[src/rtl/sub_pkg.sv]
// -----------------------------------------------------------------------------
// sub_pkg
//   Shared definitions for the shared magnitude-difference arbiter:
//   FSM state encoding, default operand width and a constant clog2 helper
//   used to size requester-index fields.
// -----------------------------------------------------------------------------
package sub_pkg;

    localparam int WIDTH_DEF = 4;

    typedef enum logic [1:0] {
        ST_IDLE = 2'd0,
        ST_CALC = 2'd1,
        ST_DONE = 2'd2
    } state_t;

    // Ceiling log2, usable in parameter expressions; returns 0 for n <= 1.
    function automatic int clog2(input int n);
        int r;
        r = 0;
        for (int v = n - 1; v > 0; v = v >> 1) begin
            r = r + 1;
        end
        return r;
    endfunction

endpackage

[src/rtl/sub_magnitude.sv]
// -----------------------------------------------------------------------------
// sub_magnitude
//   Combinational |a-b| using two's-complement addition of the negated
//   smaller operand; the carry out is dropped by truncation to WIDTH.
// Ports:
//   a, b  in  [WIDTH-1:0]  unsigned operands
//   diff  out [WIDTH-1:0]  |a-b|
//   neg   out              1 when a < b
// -----------------------------------------------------------------------------
module sub_magnitude #(
    parameter int WIDTH = 4
) (
    input  logic [WIDTH-1:0] a,
    input  logic [WIDTH-1:0] b,
    output logic [WIDTH-1:0] diff,
    output logic             neg
);

    logic [WIDTH-1:0] neg_a;
    logic [WIDTH-1:0] neg_b;

    assign neg_a = ~a + WIDTH'(1);
    assign neg_b = ~b + WIDTH'(1);

    // a == b falls into the second branch and yields b + (-a) = 0.
    assign diff = (a > b) ? (a + neg_b) : (b + neg_a);
    assign neg  = (a < b);

endmodule

[src/rtl/sub_share_arbiter.sv]
// -----------------------------------------------------------------------------
// sub_share_arbiter
//   Shares one sub_magnitude unit among N_REQ requesters. A round-robin
//   search picks one valid requester in IDLE, its operands are latched, the
//   difference is computed and registered in CALC, and the result is held
//   in DONE until the consumer accepts it. One operation is in flight at a
//   time, so best-case throughput is one result every three cycles.
// Ports:
//   clk        in                 rising-edge clock
//   rst        in                 asynchronous active-high reset
//   req_valid  in  [N_REQ-1:0]    requester i presents operands
//   req_a      in  [N_REQ*WIDTH]  operand a, slice i = [i*WIDTH +: WIDTH]
//   req_b      in  [N_REQ*WIDTH]  operand b, same slicing
//   req_ready  out [N_REQ-1:0]    one-hot grant (IDLE only)
//   res_valid  out                result registers hold a valid result
//   res_ready  in                 consumer accepts the result
//   res_diff   out [WIDTH-1:0]    |a-b|
//   res_neg    out                1 when a < b
//   res_id     out [IDW-1:0]      requester that issued the operation
// -----------------------------------------------------------------------------
module sub_share_arbiter
    import sub_pkg::*;
#(
    parameter int N_REQ = 4,
    parameter int WIDTH = WIDTH_DEF,
    parameter int IDW   = clog2(N_REQ)
) (
    input  logic                   clk,
    input  logic                   rst,
    input  logic [N_REQ-1:0]       req_valid,
    input  logic [N_REQ*WIDTH-1:0] req_a,
    input  logic [N_REQ*WIDTH-1:0] req_b,
    output logic [N_REQ-1:0]       req_ready,
    output logic                   res_valid,
    input  logic                   res_ready,
    output logic [WIDTH-1:0]       res_diff,
    output logic                   res_neg,
    output logic [IDW-1:0]         res_id
);

    state_t           state_reg;
    state_t           state_next;
    logic [IDW-1:0]   rr_ptr_reg;
    logic [WIDTH-1:0] a_reg;
    logic [WIDTH-1:0] b_reg;
    logic [IDW-1:0]   id_reg;
    logic [WIDTH-1:0] res_diff_reg;
    logic             res_neg_reg;
    logic [IDW-1:0]   res_id_reg;
    logic             res_valid_reg;

    logic [WIDTH-1:0] a_slice [N_REQ];
    logic [WIDTH-1:0] b_slice [N_REQ];
    logic             grant_found;
    logic [IDW-1:0]   grant_id;
    logic [N_REQ-1:0] grant_vec;
    logic             handshake;
    logic [WIDTH-1:0] mag_diff;
    logic             mag_neg;

    genvar gi;
    generate
        for (gi = 0; gi < N_REQ; gi++) begin : g_slice
            assign a_slice[gi] = req_a[gi*WIDTH +: WIDTH];
            assign b_slice[gi] = req_b[gi*WIDTH +: WIDTH];
        end
    endgenerate

    // Scan from rr_ptr upward with wrap; the first valid requester wins.
    always_comb begin
        int             idx;
        logic [IDW-1:0] idx_l;
        grant_found = 1'b0;
        grant_id    = '0;
        idx         = 0;
        idx_l       = '0;
        for (int k = 0; k < N_REQ; k++) begin
            idx = int'(rr_ptr_reg) + k;
            if (idx >= N_REQ) begin
                idx = idx - N_REQ;
            end
            idx_l = IDW'(idx);
            if (!grant_found && req_valid[idx_l]) begin
                grant_found = 1'b1;
                grant_id    = idx_l;
            end
        end
    end

    assign grant_vec = grant_found ? (N_REQ'(1) << grant_id) : '0;

    // The grant is derived from req_valid, so any grant in IDLE is a handshake.
    always_comb begin
        state_next = state_reg;
        req_ready  = '0;
        handshake  = 1'b0;
        case (state_reg)
            ST_IDLE: begin
                req_ready = grant_vec;
                if (grant_found) begin
                    handshake  = 1'b1;
                    state_next = ST_CALC;
                end
            end
            ST_CALC: begin
                state_next = ST_DONE;
            end
            ST_DONE: begin
                if (res_ready) begin
                    state_next = ST_IDLE;
                end
            end
            default: begin
                state_next = ST_IDLE;
            end
        endcase
    end

    always_ff @(posedge clk or posedge rst) begin
        if (rst) begin
            state_reg <= ST_IDLE;
        end else begin
            state_reg <= state_next;
        end
    end

    sub_magnitude #(
        .WIDTH (WIDTH)
    ) u_mag (
        .a    (a_reg),
        .b    (b_reg),
        .diff (mag_diff),
        .neg  (mag_neg)
    );

    always_ff @(posedge clk or posedge rst) begin
        if (rst) begin
            rr_ptr_reg    <= '0;
            a_reg         <= '0;
            b_reg         <= '0;
            id_reg        <= '0;
            res_diff_reg  <= '0;
            res_neg_reg   <= 1'b0;
            res_id_reg    <= '0;
            res_valid_reg <= 1'b0;
        end else begin
            if (handshake) begin
                a_reg  <= a_slice[grant_id];
                b_reg  <= b_slice[grant_id];
                id_reg <= grant_id;
                // The winner drops to lowest priority for the next search.
                rr_ptr_reg <= (grant_id == IDW'(N_REQ - 1)) ? '0 : grant_id + 1'b1;
            end
            if (state_reg == ST_CALC) begin
                res_diff_reg  <= mag_diff;
                res_neg_reg   <= mag_neg;
                res_id_reg    <= id_reg;
                res_valid_reg <= 1'b1;
            end
            if (state_reg == ST_DONE && res_ready) begin
                res_valid_reg <= 1'b0;
            end
        end
    end

    assign res_valid = res_valid_reg;
    assign res_diff  = res_diff_reg;
    assign res_neg   = res_neg_reg;
    assign res_id    = res_id_reg;

endmodule

[config.mk]
export PLATFORM = sky130hd
export DESIGN_NAME = sub_share_arbiter
export DESIGN_NICKNAME = d
export VERILOG_FILES = /design/src/rtl/sub_pkg.sv /design/src/rtl/sub_magnitude.sv /design/src/rtl/sub_share_arbiter.sv
export SDC_FILE = /design/constraint.sdc
export NUM_CORES = 1
export LEC_CHECK = 0
export BUFFER_PORTS_ARGS = -buffer_cell sky130_fd_sc_hd__buf_2
export CAP_MARGIN = 20
export CELL_PAD_IN_SITES_DETAIL_PLACEMENT = 0
export CELL_PAD_IN_SITES_GLOBAL_PLACEMENT = 1
export CORE_ASPECT_RATIO = 1.75
export CORE_UTILIZATION = 38
export CTS_BUF_LIST = sky130_fd_sc_hd__clkbuf_2
export DETAILED_ROUTE_END_ITERATION = 7
export PLACE_DENSITY_LB_ADDON = 0.1
export SLEW_MARGIN = 5
export SYNTH_ARGS = -nofsm -noshare
export SYNTH_HDL_FRONTEND = slang
export SYNTH_SLANG_ARGS = --single-unit
[constraint.sdc]
create_clock -name clk -period 2.85 [get_ports clk]
set_input_delay 0.285 -clock clk [delete_from_list [all_inputs] [get_ports clk]]
set_output_delay 0.285 -clock clk [all_outputs]
set_load 0.03 [all_outputs]
* After elaboration in Yosys (flattened, before gate mapping)
Cells that the tools add are included.
** Cells by class
- Bitwise logic cells :: 3
- Reductions and logical operators :: 10
- Magnitude comparators :: 11
- Mux-type cells :: 37
- Eq/ne operators :: 5
- Shift operators :: 1
- Add/sub/neg operators :: 12
** Operator list (count)
- 2-to-1 mux 4 bit :: 7
- 2-to-1 mux 2 bit :: 11
- binary-select mux 4 bit (select 2 bit) :: 2
- greater-or-equal comparator 3 bit, second input constant :: 4
- less-than comparator 2 x 3 -> 1 bit, second input constant :: 4
- 2-to-1 mux 1 bit :: 12
- adder 4 x 1 -> 4 bit, second input constant :: 2
- adder 4 bit :: 2
- binary-select mux 1 bit (select 2 bit) :: 4
- inverter 4 bit :: 2
- subtractor 2 x 1 -> 2 bit, second input constant :: 4
- adder 2 x 2 -> 3 bit, second input constant :: 2
- one-hot mux 2 bit (3 select lines) :: 1
- == test 2 bit, second input constant :: 2
- greater-than comparator 4 bit :: 1
- logical AND 1 bit :: 4
- less-than comparator 4 bit :: 1
- inequality test 2 bit, second input constant :: 2
- left shift 1 x 2 -> 4 bit, first input constant :: 1
- adder 2 x 1 -> 3 bit, second input constant :: 1
- greater-or-equal comparator 2 x 3 -> 1 bit, second input constant :: 1
- zero test 1 bit :: 3
- inverter 2 -> 3 bit :: 1
- adder 2 x 1 -> 2 bit, second input constant :: 1
- other kinds (4) :: 4
** Word-level totals
- Logic and storage cells :: 88
- Output and inout bits :: 12
- Register bits after elaboration :: 22

* Depth between registers and ports, before layout
- Depth after elaboration :: 18
- Mapped depth :: 9

* Cells and area by module
From an unflattened synthesis, not the netlist that was laid out.
** Unflattened totals
- Cell total of the unflattened synthesis :: 143
- Area, all modules :: 1475.2 um2
** Modules (own cells, without submodules)
- sub_share_arbiter :: area each 1144.8 um2, sequential area each 550.5 um2, cells each 100, times used 1
- sub_magnitude :: area each 330.3 um2, sequential area each 0.0 um2, cells each 43, times used 1

* Least setup slack after synthesis
Ideal clock, no wire load.
- Path type :: flip-flop to output port
- Start point :: register rr_ptr_reg[0]
- End point :: output port req_ready[1]
- Setup slack :: 0.763 ns
- Stages on the path, launching flop included :: 7
- Arrival :: 1.802 ns
- Path buffers :: 2
- Data required time :: 2.565 ns
- Cell sequence :: dfrtp_1 nor2b_4 a21o_1 a211o_1 buf_6 buf_12 nor3_1
** Between the ends
- Cells in the longest elaborated chain, start to end :: 17
- Elaborated cells on any way between the ends :: 40
- Those cells by class :: add/sub: 7; order compare: 4; shift: 1; mux: 22; reduce/logical: 6
** Ends and longest elaborated chain
- from (decl) :: RTL line sub_share_arbiter.sv:43 : logic [IDW-1:0] rr_ptr_reg;
- from (signal assigned) :: RTL line sub_share_arbiter.sv:152 : rr_ptr_reg <= (grant_id == IDW'(N_REQ - 1)) ? '0 : grant_id + 1'b1;
- parallel branches: the longest is 15 deep, another holds adder 2 x 1 -> 3 bit
- 2-to-1 mux 4 bit (*) :: RTL line sub_share_arbiter.sv:90 : assign grant_vec = grant_found ? (N_REQ'(1) << grant_id) : '0;
- 2-to-1 mux 4 bit (*) :: RTL line sub_share_arbiter.sv:97 : case (state_reg)
- to (decl) :: RTL line sub_share_arbiter.sv:33 : output logic [N_REQ-1:0] req_ready,
Every way passes the cells marked *. The select of a mux whose other input is x is not followed.

* Worst setup path in the final report
- Start point :: register state_reg[1]
- End point :: output port req_ready[2]
** Between the ends
- Cells in the longest elaborated chain, start to end :: 2
** Ends and longest elaborated chain
- from (decl) :: RTL line sub_share_arbiter.sv:41 : state_t state_reg;
- from (signal assigned) :: RTL line sub_share_arbiter.sv:123 : state_reg <= state_next;
- zero test 2 bit :: RTL line sub_share_arbiter.sv:97
- 2-to-1 mux 4 bit :: RTL line sub_share_arbiter.sv:97
Every way passes these cells.

==> results.yml <==
worst_setup_path:
  worst-setup-path-type: "reg -> out"
  cp.arrival_ps: 1880
  cp_max_fo: 10
  required_ps: 2570
  critPathLaunchType: "flip-flop"
  worstSetupEndpointType: "primary output"
synthesis:
  synth_seq_cells: 22
  syn_inst: 143
  ys_types: 29
  synth_edf_count: 0
  synth.area.top_cells: "dfrtp_1, mux2i_1, ha_1, nand2_1, o221ai_1"
  syn_nets: 192
  netlist_area_um2: 1399
  synth_top_area_frac: 0.3936
  postSynth.asyncResetShare: 1.000
  synth_seq_area_share: 0.3936
  synth_area_leader_cell: "dfrtp_1"
  avgSynthCellArea_um2: 9.782
  ys.flop_type: "dfrtp_1"
  yosys_warnings: 0
timing:
  final.min_clock_period_ps: 2168
  hold_violations: 0
  rsz0062_at_grt: "no"
  setup_tns_ps: 0
  drv_slew: 0
  fmax_mhz: 461.2
  period_share: 0.7607
  skew_ps: 1.864
  relSlewSlack: 0.4398
  setup_viol: 0
  worst_slew_pin_slew_ps: 839.3
place:
  port_buffers: 50
  gp_congestion: 0.9495
  dp_hpwl_um: 2225
drt:
  drtIter0Drc: 16
  drc_errors: 0
  wire_per_inst_um: 11.68
  drt_pass1_iterations: 4
  via_per_inst: 4.832
  antenna_left: 0
  wl_um: 2780
  dr_total_vias: 1150
finish:
  nets: 243
  areaGrowthSynthToFinish_pct: 22.72
  drive_gt1_frac: 0.3264
  antenna-diode-count: 0
  fill_cells: 367
global_routing:
  grt_start_max_net_pins: 23
  grt-ovfl-total: 0
  grt_pass1_wl_um: 4664
  antenna_found_initial: 0
  grt_pass1_vias: 1106
  track_usage: 0.1618
clock_network:
  cts_tree: "done"
  cts_resized: 0
  htreeDepth: 1
  cts-root-buf: "clkbuf_2"
  numCtsBuffers: 3
  clk_pin_slew_ps: 220
  cts_hold_buffers: 0
  clk_latency_ps: 320
  clkSinkCount: 22
  clockBufferDepth: 2
  post-cts-setup-buffers: 0
floorplan:
  fp.dieH_um: 82.26
  io_pins: 51
  start_util: 0.4074
  die_x_um: 47.87
  rows: 28
  fp.coreArea_um2: 3433
  dieArea_um2: 3937
power_and_ir_drop:
  p_leak_nw: 0.9368
  p_total_mw: 1.997
  pwr-share-comb: 0.599
  ir_drop_uv: 448.1
  pwr-share-seq: 0.291
  power_density_nw_per_um2: 1163
  clock_power_share: 0.110
  p_sw_mw: 0.8982
  netSwitchingFraction: 0.4497
  p_int_mw: 1.099
run:
  cap_viol_max_count: 0
run_status:
  outcome: "finished clean"
hold_path:
  hold_class: "in -> async"
[placed cells by master, fill, tap and decap left out, drive strengths merged]
master,n
fa,2
nor3,2
nand3b,1
buf,52
inv,13
and4,1
bufinv,1
nand2,23
o21ai,8
xor2,1
or3,1
ha,8
xnor2,1
o32a,1
a21oi,9
clkbuf,3
o221ai,8
a211o,1
a21o,2
nor4,1
mux2,3
dfrtp,22
nand2b,4
mux2i,18
and2,1
nor2b,1
nor2,5
[routing by layer]
metal | part of all wire | global-route usage | vias up
li1 | - | - | 595
met1 | 0.46 | 0.2082 | 515
met2 | 0.49 | 0.2649 | 36
met3 | 0.037 | 0.01957 | 4
met4 | 0.012 | 0.06389 | 0
met5 | 0 | 0 | -
[logic make-up (layout without fill, tap and decap cells)]
family,Yosys count,after routing,synth area share
adders and majority gates,10,10,0.1002
xor gates and xnor gates,2,2,0.01252
AOI/OAI and AO/OA,29,29,0.1360
DFF,22,22,0.3936
buffers and inverters,19,69,0.06977
and+or+nand+nor,40,40,0.1351
muxes,21,21,0.1529
[synthesized netlist by cell type (all sizes together) (2+ instances only)]
cell type   n
o21ai       8
ha          8
mux2        3
o221ai      8
nand2      23
nor2        5
fa          2
inv        13
nor3        2
a21oi       9
buf         4
clkbuf      2
a21o        2
dfrtp      22
nand2b      4
mux2i      18
[critical path, stage by stage, from the launching register on]
cell and delay [ps]:
dfrtp_1 450, or3_1 410, inv_2 110, nand2_1 230, nor2_1 160, buf_2 200
[final timing paths]
check	to	start	depth (start not counted)	slack [ps]
hold / removal	a_reg[1]	rst	2	80
max in group asynchronous	rr_ptr_reg[0]	rst	2	2260
hold reg to reg	id_reg[1]	id_reg[1]	2	500
setup / recovery	req_ready[2]	state_reg[1]	5	680
min in group clk	state_reg[1]	res_ready	4	190
setup reg to reg	res_diff[3]	a_reg[0]	8	700
[per-stage QoR]
stage	std cells	util	setup slack (ps)	hold slack [ps]	instance area, um2
4_1_cts	238	0.5000	639.2	103.8	1717
3_3_place_gp	234	0.4869	748.7	457.1	1672
2_1_floorplan	143	-	763.0	274.2	1399
6_report	238	0.5000	681.9	79.67	1717
5_1_grt	238	0.5000	467.9	125.6	1717
3_5_place_dp	234	0.4869	719.5	462.0	1672
[power groups by stage]
stage / Sequential [mW] / Clock [mW] / Combinational (mW)
2_1_floorplan: 0.681 / 0 / 0.869
3_3_place_gp: 0.583 / 0 / 1.19
3_5_place_dp: 0.595 / 0 / 1.21
4_1_cts: 0.587 / 0.228 / 1.22
5_1_grt: 0.610 / 0.244 / 1.35
6_report: 0.581 / 0.220 / 1.20
[cell type report]
class / count / area (um2) / area share
Timing Repair Buffer: 52 / 265.3 / 0.1545
Clock buffer: 3 / 15.01 / 0.008746
Sequential cell: 22 / 550.5 / 0.3207
Clock inverter: 1 / 30.03 / 0.01749
Inverter: 13 / 48.80 / 0.02843
Tap cell: 45 / 56.30 / 0.03280
Multi-Input combinational cell: 102 / 750.7 / 0.4373
(Power assumes the default switching activity.)
